File: config.mk
export PLATFORM = sky130hd
export DESIGN_NAME = vga_timing_gen
export DESIGN_NICKNAME = d
export VERILOG_FILES = /design/src/rtl/vga_timing_pkg.sv /design/src/rtl/vga_timing_gen_pixel_tick_detect.sv /design/src/rtl/vga_timing_gen.sv
export SDC_FILE = /design/constraint.sdc
export NUM_CORES = 1
export LEC_CHECK = 0
export ABC_AREA = 1
export CAP_MARGIN = 10
export CORE_ASPECT_RATIO = 1.2
export CORE_MARGIN = 2
export CORE_UTILIZATION = 30
export CTS_CLUSTER_SIZE = 28
export DETAILED_ROUTE_END_ITERATION = 16
export PLACE_DENSITY_LB_ADDON = 0.05
export SYNTH_ARGS = -nofsm -noshare
export SYNTH_HDL_FRONTEND = slang
export SYNTH_SLANG_ARGS = --single-unit
export TNS_END_PERCENT = 30
File: constraint.sdc
create_clock -name clk -period 2.6 [get_ports clk]
set_clock_uncertainty 0.2 [all_clocks]
set_input_delay 0.65 -clock clk [delete_from_list [all_inputs] [get_ports clk]]
set_output_delay 0.65 -clock clk [all_outputs]
set_load 0.02 [all_outputs]
File: src/rtl/vga_timing_pkg.sv
// Shared types and default timings for the VGA timing generator.
//   phase_t     : phase of the horizontal and vertical timing FSMs
//   *_DEF       : 640x480 default timings (active/front porch/sync/back porch)
//   next_phase  : ACT -> FP -> SW -> BP -> ACT ordering
//   cnt_width   : bits needed for a phase counter running 0..n-1
//   max4        : largest of four lengths
package vga_timing_pkg;

  typedef enum logic [1:0] {ST_ACT, ST_FP, ST_SW, ST_BP} phase_t;

  localparam int H_ACT_DEF = 640;
  localparam int H_FP_DEF  = 16;
  localparam int H_SW_DEF  = 96;
  localparam int H_BP_DEF  = 48;
  localparam int V_ACT_DEF = 480;
  localparam int V_FP_DEF  = 10;
  localparam int V_SW_DEF  = 2;
  localparam int V_BP_DEF  = 33;

  function automatic phase_t next_phase(input phase_t p);
    case (p)
      ST_ACT:  return ST_FP;
      ST_FP:   return ST_SW;
      ST_SW:   return ST_BP;
      default: return ST_ACT;
    endcase
  endfunction

  function automatic int cnt_width(input int n);
    return (n > 1) ? $clog2(n) : 1;
  endfunction

  function automatic int max4(input int a, input int b, input int c, input int d);
    int m;
    m = a;
    if (b > m) m = b;
    if (c > m) m = c;
    if (d > m) m = d;
    return m;
  endfunction

endpackage

File: src/rtl/vga_timing_gen_pixel_tick_detect.sv
// Converts the clock divider's pixel toggle flag into a one-clk pixel tick.
// Every edge of pixel_toggle (rising or falling) is one tick. The history bit
// only samples while enable is high, so an edge arriving during a stall is
// reported on the first enabled clk.
//   clk, n_rst    : clock, asynchronous active-low reset
//   enable        : gates both sampling and the tick
//   restart       : synchronous clear of the history bit
//   pixel_toggle  : divider flag
//   pix_tick      : one-clk tick, combinational from pixel_toggle
module pixel_tick_detect (
  input  logic clk,
  input  logic n_rst,
  input  logic enable,
  input  logic restart,
  input  logic pixel_toggle,
  output logic pix_tick
);

  logic tog_q;

  // NOTE: sequential state uses non-blocking assignments so every register
  // samples pre-edge values regardless of process ordering.
  always_ff @(posedge clk or negedge n_rst) begin
    if (!n_rst)       tog_q <= 1'b0;
    else if (restart) tog_q <= 1'b0;
    else if (enable)  tog_q <= pixel_toggle;
  end

  assign pix_tick = enable & (pixel_toggle ^ tog_q);

endmodule

File: src/rtl/vga_timing_gen.sv
// Display timing generator. Walks horizontal and vertical phase FSMs one pixel
// tick at a time and registers sync, data-enable, coordinates and pulses.
//   clk, n_rst    : clock, asynchronous active-low reset
//   enable        : run; low holds all state and outputs
//   restart       : synchronous return to the pre-frame state (wins over a tick)
//   pixel_toggle  : divider flag, each transition is one pixel tick
//   hsync, vsync  : active-low syncs
//   de            : current pixel is in the active area
//   px_x, px_y    : active column/row, hold outside the active area
//   frame_start   : one-clk pulse when pixel (0,0) is presented
//   line_req      : one-clk pulse on hsync entry when the next line is active
module vga_timing_gen
  import vga_timing_pkg::*;
#(
  parameter int H_ACT = H_ACT_DEF,
  parameter int H_FP  = H_FP_DEF,
  parameter int H_SW  = H_SW_DEF,
  parameter int H_BP  = H_BP_DEF,
  parameter int V_ACT = V_ACT_DEF,
  parameter int V_FP  = V_FP_DEF,
  parameter int V_SW  = V_SW_DEF,
  parameter int V_BP  = V_BP_DEF,
  parameter int XW    = 10,
  parameter int YW    = 10
) (
  input  logic          clk,
  input  logic          n_rst,
  input  logic          enable,
  input  logic          restart,
  input  logic          pixel_toggle,
  output logic          hsync,
  output logic          vsync,
  output logic          de,
  output logic [XW-1:0] px_x,
  output logic [YW-1:0] px_y,
  output logic          frame_start,
  output logic          line_req
);

  localparam int HCW = cnt_width(max4(H_ACT, H_FP, H_SW, H_BP));
  localparam int VCW = cnt_width(max4(V_ACT, V_FP, V_SW, V_BP));

  logic           pix_tick;
  logic           started;
  phase_t         h_st, h_nxt, v_st, v_nxt;
  logic [HCW-1:0] hc, hc_nxt;
  logic [VCW-1:0] vc, vc_nxt;
  logic           h_wrap, frame_start_nxt, line_req_nxt;

  pixel_tick_detect u_tick (
    .clk          (clk),
    .n_rst        (n_rst),
    .enable       (enable),
    .restart      (restart),
    .pixel_toggle (pixel_toggle),
    .pix_tick     (pix_tick)
  );

  function automatic logic [HCW-1:0] h_end(input phase_t p);
    case (p)
      ST_ACT:  return HCW'(H_ACT - 1);
      ST_FP:   return HCW'(H_FP - 1);
      ST_SW:   return HCW'(H_SW - 1);
      default: return HCW'(H_BP - 1);
    endcase
  endfunction

  function automatic logic [VCW-1:0] v_end(input phase_t p);
    case (p)
      ST_ACT:  return VCW'(V_ACT - 1);
      ST_FP:   return VCW'(V_FP - 1);
      ST_SW:   return VCW'(V_SW - 1);
      default: return VCW'(V_BP - 1);
    endcase
  endfunction

  // Next state assuming a tick happens; the register block decides whether to
  // take it. Until the first tick has presented (0,0) nothing advances.
  // NOTE: every signal driven here gets a default first, so no path leaves
  // one unassigned and no latch is inferred.
  always_comb begin
    h_nxt  = h_st;
    hc_nxt = hc;
    v_nxt  = v_st;
    vc_nxt = vc;
    h_wrap = 1'b0;
    if (started) begin
      if (hc == h_end(h_st)) begin
        h_nxt  = next_phase(h_st);
        hc_nxt = '0;
        h_wrap = (h_st == ST_BP);
      end else begin
        hc_nxt = hc + HCW'(1);
      end
      if (h_wrap) begin
        if (vc == v_end(v_st)) begin
          v_nxt  = next_phase(v_st);
          vc_nxt = '0;
        end else begin
          vc_nxt = vc + VCW'(1);
        end
      end
    end
    frame_start_nxt = !started || (h_wrap && v_nxt == ST_ACT && vc_nxt == '0);
    // V does not move on hsync entry, so the current V position names this line.
    line_req_nxt = (h_st == ST_FP) && (h_nxt == ST_SW) &&
                   (((v_st == ST_ACT) && (vc < VCW'(V_ACT - 1))) ||
                    ((v_st == ST_BP) && (vc == VCW'(V_BP - 1))));
  end

  always_ff @(posedge clk or negedge n_rst) begin
    if (!n_rst) begin
      started     <= 1'b0;
      h_st        <= ST_ACT;
      v_st        <= ST_ACT;
      hc          <= '0;
      vc          <= '0;
      hsync       <= 1'b1;
      vsync       <= 1'b1;
      de          <= 1'b0;
      px_x        <= '0;
      px_y        <= '0;
      frame_start <= 1'b0;
      line_req    <= 1'b0;
    end else if (restart) begin
      started     <= 1'b0;
      h_st        <= ST_ACT;
      v_st        <= ST_ACT;
      hc          <= '0;
      vc          <= '0;
      hsync       <= 1'b1;
      vsync       <= 1'b1;
      de          <= 1'b0;
      px_x        <= '0;
      px_y        <= '0;
      frame_start <= 1'b0;
      line_req    <= 1'b0;
    end else if (pix_tick) begin
      started     <= 1'b1;
      h_st        <= h_nxt;
      v_st        <= v_nxt;
      hc          <= hc_nxt;
      vc          <= vc_nxt;
      hsync       <= (h_nxt != ST_SW);
      vsync       <= (v_nxt != ST_SW);
      de          <= (h_nxt == ST_ACT) && (v_nxt == ST_ACT);
      if (h_nxt == ST_ACT) px_x <= XW'(hc_nxt);
      if (v_nxt == ST_ACT) px_y <= YW'(vc_nxt);
      frame_start <= frame_start_nxt;
      line_req    <= line_req_nxt;
    end else begin
      frame_start <= 1'b0;
      line_req    <= 1'b0;
    end
  end

endmodule
# After elaboration in Yosys (flattened, before gate mapping)
# Cells that the tools add are included.
# op_classes
n_addsub	2
magnitude_cmp	1
eq_ne	12
n_mux	48
bitwise_logic	2
n_reduce_logical	21
# ops
op	count
2-to-1 mux 10 bit	11
2-to-1 mux 9 bit	7
case mux 10 bit (3 select lines)	1
case mux 9 bit (3 select lines)	1
2-to-1 mux 2 bit	9
2-to-1 mux 1 bit	17
case mux 2 bit (3 select lines)	2
adder 10 x 1 -> 10 bit (second input constant)	1
== test 10 bit	1
== test 2 bit (second input constant)	5
adder 9 x 1 -> 9 bit (second input constant)	1
== test 9 x 6 -> 1 bit (second input constant)	1
== test 9 bit	1
zero test 9 bit	1
< comparator 9 bit (second input constant)	1
zero test 2 bit	4
nonzero test 2 bit	4
logical AND 1 bit	7
== test 2 x 1 -> 1 bit (second input constant)	2
!= test 2 bit (second input constant)	2
AND reduction 2 bit	2
logical OR 1 bit	2
bitwise AND 1 bit	1
zero test 1 bit	1
XOR 1 bit	1
# word_totals
regBits	50
output_inout_bits	25
word_cells	99

# Logic depth before layout (Yosys ltp)
# Gate-level depths: netlist of run 1.
# logic_depth
word_depth	18
depth_mapped	18
mapped_depth_nobuf	18

# Modules after synthesis
# A second synthesis of run 1 with hierarchy kept.
# hier_totals
cells_unflattened	399
hier_area_um2	2964.1
# modules_own_cells
module	n_inst	cells_per_inst	area_per_inst_um2	seq_area_each_um2
vga_timing_gen	1	389	2901.5	1203.7
pixel_tick_detect	1	10	62.6	25.0

# Worst setup path after synthesis of run 1
# No wires, ideal clock.
# synth_timing
path_kind	register -> register
from	register h_st[0]
to	register px_x[2]
setup_time_ns	0.135
arrival_ns	2.172
setup_slack_ns	0.093
stages_incl_launch_ff	17
n_path_buf	2
path_cell_list	dfrtp_1 -> inv_1 -> ha_1 -> inv_1 -> nand2_1 -> nand2_1 -> nand3_2 -> nor2_4 -> nand2_2 -> buf_6 -> nand2_1 -> o21ai_2 -> nor2_4 -> nand2_4 -> buf_6 -> nand3_2 -> o31ai_1
# synth_between
elab_chain_len	9
word_cells_on_any_way	17
cone_classes	eq/ne: 3; mux: 10; reduce/logical: 4
# synth_lines
item	line_no	rtl
start, declared	vga_timing_gen.sv:45	phase_t h_st, h_nxt, v_st, v_nxt;
start signal, assigned	vga_timing_gen.sv:140	h_st <= h_nxt;
== test 2 bit (tied with other cells)	vga_timing_pkg.sv:21, vga_timing_gen.sv:60	
case mux 10 bit (3 select lines)	vga_timing_gen.sv:60	case (p)
2-to-1 mux 10 bit	vga_timing_gen.sv:87	if (started) begin
== test 10 bit	vga_timing_gen.sv:88	if (hc == h_end(h_st)) begin
2-to-1 mux 10 bit / 2-to-1 mux 2 bit (equally long branches)	vga_timing_gen.sv:88	
2-to-1 mux 10 bit / 2-to-1 mux 2 bit (equally long branches)	vga_timing_gen.sv:87	
2-to-1 mux 10 bit / zero test 2 bit (equally long branches)	vga_timing_gen.sv:147	if (h_nxt == ST_ACT) px_x <= XW'(hc_nxt);
2-to-1 mux 10 bit / nonzero test 2 bit (equally long branches)	-	
2-to-1 mux 10 bit / AND reduction 2 bit (equally long branches)	-	
end signal, assigned	vga_timing_gen.sv:147	
end, declared	vga_timing_gen.sv:34	output logic [XW-1:0] px_x,
# Parallel ways exist; a longest one is shown, timed or not. The select of a mux whose other input is x is not followed.
# A chain may end at the register's enable or synchronous reset.

# Worst setup path after layout of run 1
# layout_timing
from	register h_st[1]
to	register frame_start
# layout_between
elab_chain_len	14
word_cells_on_any_way	21
cone_classes	eq/ne: 4; mux: 11; reduce/logical: 6
# layout_lines
item	line_no	rtl
== test 2 bit (tied with other cells)	vga_timing_gen.sv:60	
case mux 10 bit (3 select lines)	vga_timing_gen.sv:60	
2-to-1 mux 10 bit	vga_timing_gen.sv:87	
== test 10 bit	vga_timing_gen.sv:88	
2-to-1 mux 1 bit (*)	vga_timing_gen.sv:88	
2-to-1 mux 1 bit (*)	vga_timing_gen.sv:87	
parallel branches: the longest is 4 deep, another holds 2-to-1 mux 9 bit	-	
logical AND 1 bit (*)	vga_timing_gen.sv:104	frame_start_nxt = !started || (h_wrap && v_nxt == ST_ACT && vc_nxt == '0);
logical OR 1 bit (*)	vga_timing_gen.sv:104	
2-to-1 mux 1 bit (*)	vga_timing_gen.sv:138	end else if (pix_tick) begin
2-to-1 mux 1 bit (*)	vga_timing_gen.sv:125	end else if (restart) begin
end signal, assigned	vga_timing_gen.sv:149	frame_start <= frame_start_nxt;
end, declared	vga_timing_gen.sv:36	output logic frame_start,
# Every way passes the cells marked *. The select of a mux whose other input is x is not followed.

==> results of run 1 <==
-- cells by family after synthesis --
group                    Yosys count  synth area share, %
adder cells (fa/ha/maj)           12                 4.89
XOR/XNOR                          10                 2.85
other                              1                0.122
AND/OR/NAND/NOR                  215                 33.3
buffers and inverters             59                 7.94
flip-flops                        49                 40.0
AO/OA/AOI/OAI                     56                 10.9
-- area by class of cell --
cell class / instances / area share (%)
multi-input cells: 295 / 42.4
flip-flops and latches: 49 / 31.1
repair buffers: 61 / 13.7
inverters: 47 / 4.47
well taps: 126 / 3.99
clock buffers: 5 / 3.17
clock inverters: 3 / 1.20
-- flip-flops by register name, summed over array words and instances, names as in the netlist --
| name | count |
|---|---|
| hc | 10 |
| px_x | 10 |
| px_y | 9 |
| vc | 9 |
| h_st | 2 |
| v_st | 2 |
| de | 1 |
| frame_start | 1 |
| hsync | 1 |
| line_req | 1 |
| started | 1 |
| u_tick.tog_q | 1 |
| vsync | 1 |
-- through the flow --
step / instance area (um2) / setup slack (ns)
final: 3950 / 0.190
after floorplan: 3070 / 0.0931
after CTS: 3860 / 0.114
after global routing: 3950 / -0.00502
after detailed placement: 3690 / 0.0180
after global placement: 3690 / 0.0199
-- routing by layer --
layer | GRT usage (%) | wire length [um] | vias up
li1 | - | - | 1425
met1 | 21.1 | 3840 | 1312
met2 | 31.8 | 4710 | 38
met3 | 2.42 | 206 | 15
met4 | 5.82 | 217 | 0
met5 | 0 | 0 | -
-- layout by cell type, fill, tap and decap left out, types with 5 or more instances in the layout --
cell type / Yosys / layout
ha_1: 12 / 9
dfrtp_1: 47 / 47
nor2_1: 37 / 36
clkbuf_16: 0 / 5
xor2_1: 10 / 10
o21ai_0: 20 / 20
o22ai_1: 7 / 7
nand2_1: 106 / 105
a21oi_1: 12 / 10
nand2_2: 4 / 5
o31ai_1: 5 / 5
inv_2: 10 / 13
buf_4: 1 / 31
nand3_2: 11 / 10
nor3_1: 7 / 7
nand3_1: 33 / 33
inv_1: 35 / 32
clkdlybuf4s50_1: 0 / 27
nand4_1: 6 / 6
-- repair_timing --
| item | 4_1_cts | 5_1_grt |
|---|---|---|
| setup buffers | 0 | 1 |
| setup endpoints to repair | 0 | 17 |
| gates resized for setup | 0 | 18 |
-- how the worst max path moves through the flow --
stage                        start                     to  slack [ns]  cells after the start
5_1_grt        v_st[0]$_DFFE_PN0P_    px_y[0]$_DFFE_PN0P_      -0.005                     17
3_3_place_gp          pixel_toggle    px_x[6]$_DFFE_PN0P_        0.02                      8
2_1_floorplan  h_st[0]$_DFFE_PN0P_    px_x[2]$_DFFE_PN0P_        0.09                     16
4_1_cts        h_st[1]$_DFFE_PN0P_    px_y[6]$_DFFE_PN0P_        0.11                     15
6_report       h_st[1]$_DFFE_PN0P_  frame_start$_DFF_PN0_        0.19                     14
3_5_place_dp          pixel_toggle    px_x[4]$_DFFE_PN0P_        0.02                      8
-- critical path: stages (launching register included) --
cell	delay [ns]
dfrtp_1	0.39
buf_4	0.15
ha_1	0.20
o21ai_2	0.19
nand2_1	0.10
nor2_1	0.16
nand3_2	0.13
buf_4	0.18
a21oi_2	0.13
nand2_1	0.08
inv_1	0.05
nand2_1	0.04
nor2_1	0.10
nand2_1	0.07
a21oi_1	0.16
-- power by group --
group          internal [mW]  switching, mW  total [mW]
clock                  0.462          0.319       0.781
combinational         0.0463         0.0922       0.138
sequential             0.770        0.00803       0.778
total                   1.28          0.420        1.70
==> results by group, run 1 <==
Drt
  – Vias per cell: 4.76
  – Detailed Route Iter0 Violations: 88
  – DRC Markers: 0
  – Drt wl/cell: 15.3 um
  – Via Count: 2790
  – TritonRoute pass-1 iters: 4
  – Final Routed Wirelength: 8.98 mm
  – Final antenna-violating net count: 0

Cells and area
  – Fill count: 1085
  – FF/Latch Area: 0.00123 mm2
  – Fin cells: 586
  – Share of cells above drive strength 1: 20.4%
  – Final #Nets: 476
  – Final core utilization: 39.5%
  – Diodes inserted: 0
  – Footprint of the multi-input gates: 0.00168 mm2
  – Area Overhead vs Synth: 28.5%

Logic synthesis
  – Cell variety after synth: 37
  – Post-synthesis cell area: 0.00307 mm2
  – Syn avg cell area: 7.64 um2
  – Post-synth EDFFs: 0
  – Warnings from Yosys: 0
  – Most used flip-flop cell after synthesis: dfrtp_1
  – Gate Count Post-Synth: 402
  – Synth top cells by count: 106 x nand2_1, 47 x dfrtp_1, 37 x nor2_1
  – Count leader, synth: nand2_1
  – Synth area leaders: dfrtp_1 38%, nand2_1 13%, nand3_1 5.4%
  – FF+latch count, synth: 49
  – Sequential-to-total area share from yosys stat: 40.0%
  – Syn_nets: 419
  – Yosys top cell by area: dfrtp_1
  – Top-area cell type share of the netlist area: 38.3%
  – Ys async rst share: 100%

Placed design
  – GP Congestion: 0.848
  – Inst Count DP: 576
  – # port buffers: 28
  – Hpwl dp: 7.05 mm

Critical path
  – Reg2Reg Depth: 14
  – Setup crit start kind: register
  – CP max FO: 6
  – Critical Path RT: 2.61 ns
  – Worst reg2reg path startpoint: h_st[1]$_DFFE_PN0P_
  – Crit Path Class: reg2reg
  – CP endpoint kind: register
  – Worst Path Arrival: 2.42 ns
  – Reg2reg setup slack: 0.19 ns
  – R2r endpoint: frame_start$_DFF_PN0_

Clock network
  – Clk sinks: 49
  – Clk slew on worst S/H paths: 0.07 ns
  – H-Tree Depth: 2
  – Total CTS buffers: 5
  – Clock Tree Buf Depth: 2
  – Clk_lat worst skew: 0.29 ns
  – TritonCTS clock tree: built
  – Root buffer cell: clkbuf_16
  – Hold-fix buffers, CTS: 0

STA
  – Max-slew violations: 0
  – Hold_ws: 0.146 ns
  – Min cycle time layout: 2.41 ns
  – Fin. Hold Viols: 0
  – Max Clock Freq: 415 MHz
  – Sum Neg Setup Slack: 0 ns
  – # setup viols final: 0
  – Final period util: 92.7%

Floorplanning
  – Die width: 96.4 um
  – Row count: 40
  – Die height: 115 um
  – Core area: 0.0100 mm2
  – Io pins: 30
  – Initial core utilization: 30.7%
  – Die area: 0.0111 mm2

Power and ir drop
  – Peak VDD IR: 0.264 mV
  – Total Power: 1.70 mW
  – Leakage: 1.82 nW
  – PD cells: 430 mW/mm2

Global route
  – GRT overflow: 0
  – Largest net degree at the start of global routing: 27
  – Initial antenna violation count: 0
  – Global Route Usage Sum: 17.5%
  – Vias in the first global route: 2982
  – First-pass GRT wire length: 14.8 mm

Outcome
  – Status: finished clean

Worst hold path
  – Hold Crit Class: in2async

Run
  – Max cap viols: 0
No activity file was read; power rests on OpenSTA's default activity.
==> inputs of run 2 (changes only) <==
--- a/config.mk
+++ b/config.mk
@@ -9,7 +9,7 @@
 export CAP_MARGIN = 10
 export CORE_ASPECT_RATIO = 1.2
 export CORE_MARGIN = 2
-export CORE_UTILIZATION = 30
+export CORE_UTILIZATION = 41
 export CTS_CLUSTER_SIZE = 28
 export DETAILED_ROUTE_END_ITERATION = 16
 export PLACE_DENSITY_LB_ADDON = 0.05
==> constraint.sdc (replaced) <==
create_clock -name clk -period 2.6 [get_ports clk]
set_clock_uncertainty 0.2 [all_clocks]
set_input_delay 0.65 -clock clk [delete_from_list [all_inputs] [get_ports clk]]
set_output_delay 0.65 -clock clk [all_outputs]
set_load 0.05 [all_outputs]
==> results by group, run 2 (synthesis results as in run 1) <==
Cells and area
  – Biggest regs: hc x10, px_x x10
  – Area Overhead vs Synth: 21.6%
  – Most frequent cells in the layout: 105 x nand2_1, 47 x dfrtp_1, 37 x nor2_1, 34 x inv_1, 33 x nand3_1
  – Footprint of the multi-input gates: 0.00163 mm2
  – Final core utilization: 51.4%
  – Final #Nets: 469
  – Share of cells above drive strength 1: 17.9%
  – Diodes inserted: 0
  – FF/Latch Area: 0.00123 mm2
  – Most common cell after layout, fill and taps aside: nand2_1
  – Fill count: 730
  – Finished Cell Area: 0.00374 mm2

Global route
  – GRT overflow: 0
  – Initial antenna violation count: 0
  – Largest net degree at the start of global routing: 27
  – Global Route Usage Sum: 21.0%
  – Vias in the first global route: 2778
  – First-pass GRT wire length: 13.9 mm

Clock network
  – Root buffer cell: clkbuf_8
  – Total CTS buffers: 5
  – Hold-fix buffers, CTS: 0
  – Clk slew on worst S/H paths: 0.11 ns
  – Clock Tree Buf Depth: 2
  – TritonCTS clock tree: built
  – Clk sinks: 49
  – Clk_lat worst skew: 0.31 ns
  – H-Tree Depth: 2

Floorplanning
  – Die area: 0.00821 mm2
  – Die height: 98.8 um
  – Row count: 34
  – Die width: 83.0 um
  – Core area: 0.00727 mm2
  – Io pins: 30
  – Initial core utilization: 42.2%

STA
  – Slew HR: 59.6%
  – Final period util: 97.1%
  – Sum Neg Setup Slack: 0 ns
  – Fin. Hold Viols: 0
  – Least-Margin Pin Slew: 0.606 ns
  – # setup viols final: 0
  – Min cycle time layout: 2.52 ns
  – Max-slew violations: 0
  – Max Clock Freq: 396 MHz
  – RSZ-0062 raised after global routing: true
  – Final Worst Setup Slack: 0.0765 ns

Placed design
  – Hpwl dp: 6.56 mm
  – # port buffers: 28
  – Post-Place Worst Slack: 0.0524 ns
  – Post-placement cell area: 0.00360 mm2
  – GP Congestion: 0.902

Critical path
  – Max incr delay on CP: 0.80 ns
  – Setup crit start kind: register
  – Cells along the critical path: clkdlybuf4s50_1
  – CP max FO: 2
  – Critical path's slowest cell: clkdlybuf4s50_1
  – Worst Path Arrival: 1.67 ns
  – Worst reg2reg path startpoint: h_st[0]$_DFFE_PN0P_
  – CP top delay family: buffers and inverters
  – CP Launch Point: vsync$_DFFE_PN1P_
  – Crit Path Class: reg2out
  – Reg2Reg Depth: 14
  – Levels on crit path: 1
  – CP endpoint kind: primary output
  – WP buf/inv: 1
  – Critical Path RT: 1.75 ns

Power and ir drop
  – Leakage: 1.76 nW
  – Sequential Power Share: 53.8%
  – Logic pwr share: 9.9%
  – Switching Share: 28.4%
  – Peak VDD IR: 0.256 mV
  – Total Power: 1.45 mW
  – Sw Pwr: 0.411 mW
  – Clock share of power: 36.3%
  – PD cells: 387 mW/mm2
  – Pint: 1.04 mW

Drt
  – Drt wl/cell: 15.5 um
  – Via Count: 2788
  – Vias per cell: 5.13
  – DRC Markers: 0
  – Final antenna-violating net count: 0
  – Final Routed Wirelength: 8.42 mm
  – TritonRoute pass-1 iters: 4
  – Detailed Route Iter0 Violations: 121

Worst hold path
  – Hold Crit Class: in2async

Run
  – Max cap viols: 0

Outcome
  – Status: finished clean
==> run 2: cell types whose count changed in the layout (fill, tap and decap cells not counted), moves of 2 or more <==
cell       before  now
clkbuf_8        0    6
clkbuf_16       5    0
ha_1            9   11
inv_1          32   34
buf_4          31   26
==> run 2: area by class of cell <==
type                            instances  area share, %
Clock buffer                            6           2.21
Clock inverter                          2          0.469
Sequential cell                        49           32.9
Inverter                               47           4.72
Multi-Input combinational cell        294           43.6
Timing Repair Buffer                   55           13.1
Tap cell                               90           3.01
==> run 2: path summary, 6_finish.rpt <==
path,slack (ns),to
worst min register to register,0.30,de$_DFFE_PN0P_
worst max-delay path,0.08,vsync
max in group asynchronous,1.52,px_x[6]$_DFFE_PN0P_
min in group clk,0.30,de$_DFFE_PN0P_
worst min-delay path,0.13,vc[3]$_DFFE_PN0P_
worst max register to register,0.20,px_x[8]$_DFFE_PN0P_
==> run 2: power groups by stage <==
stage | clock network (mW) | registers, mW | logic [mW]
global placement | 0 | 0.793 | 0.143
detailed placement | 0 | 0.793 | 0.143
CTS | 0.532 | 0.778 | 0.143
floorplan | 0 | 0.804 | 0.0690
finish | 0.526 | 0.778 | 0.144
global route | 0.563 | 0.780 | 0.159
==> run 2: per-layer routing <==
metal	GRT usage [%]	vias to the layer above	part of all wire, %	wire (um)
met1	26.8	1318	44	3740
met4	8.32	0	2.1	174
met5	0	-	0	0
li1	-	1405	-	-
met3	2.76	12	2.8	232
met2	36.3	53	51	4270
==> run 2: per-stage QoR <==
step | hold slack, ns | std cells
after global placement | 0.272 | 534
final | 0.131 | 543
after detailed placement | 0.276 | 534
after CTS | 0.154 | 542
after global routing | 0.165 | 543
after floorplan | 0.154 | 402
==> run 2: repair_timing <==
action,in CTS,in global routing
buffers inserted,0,1
setup endpoints to repair,0,15
gates resized for setup,0,8
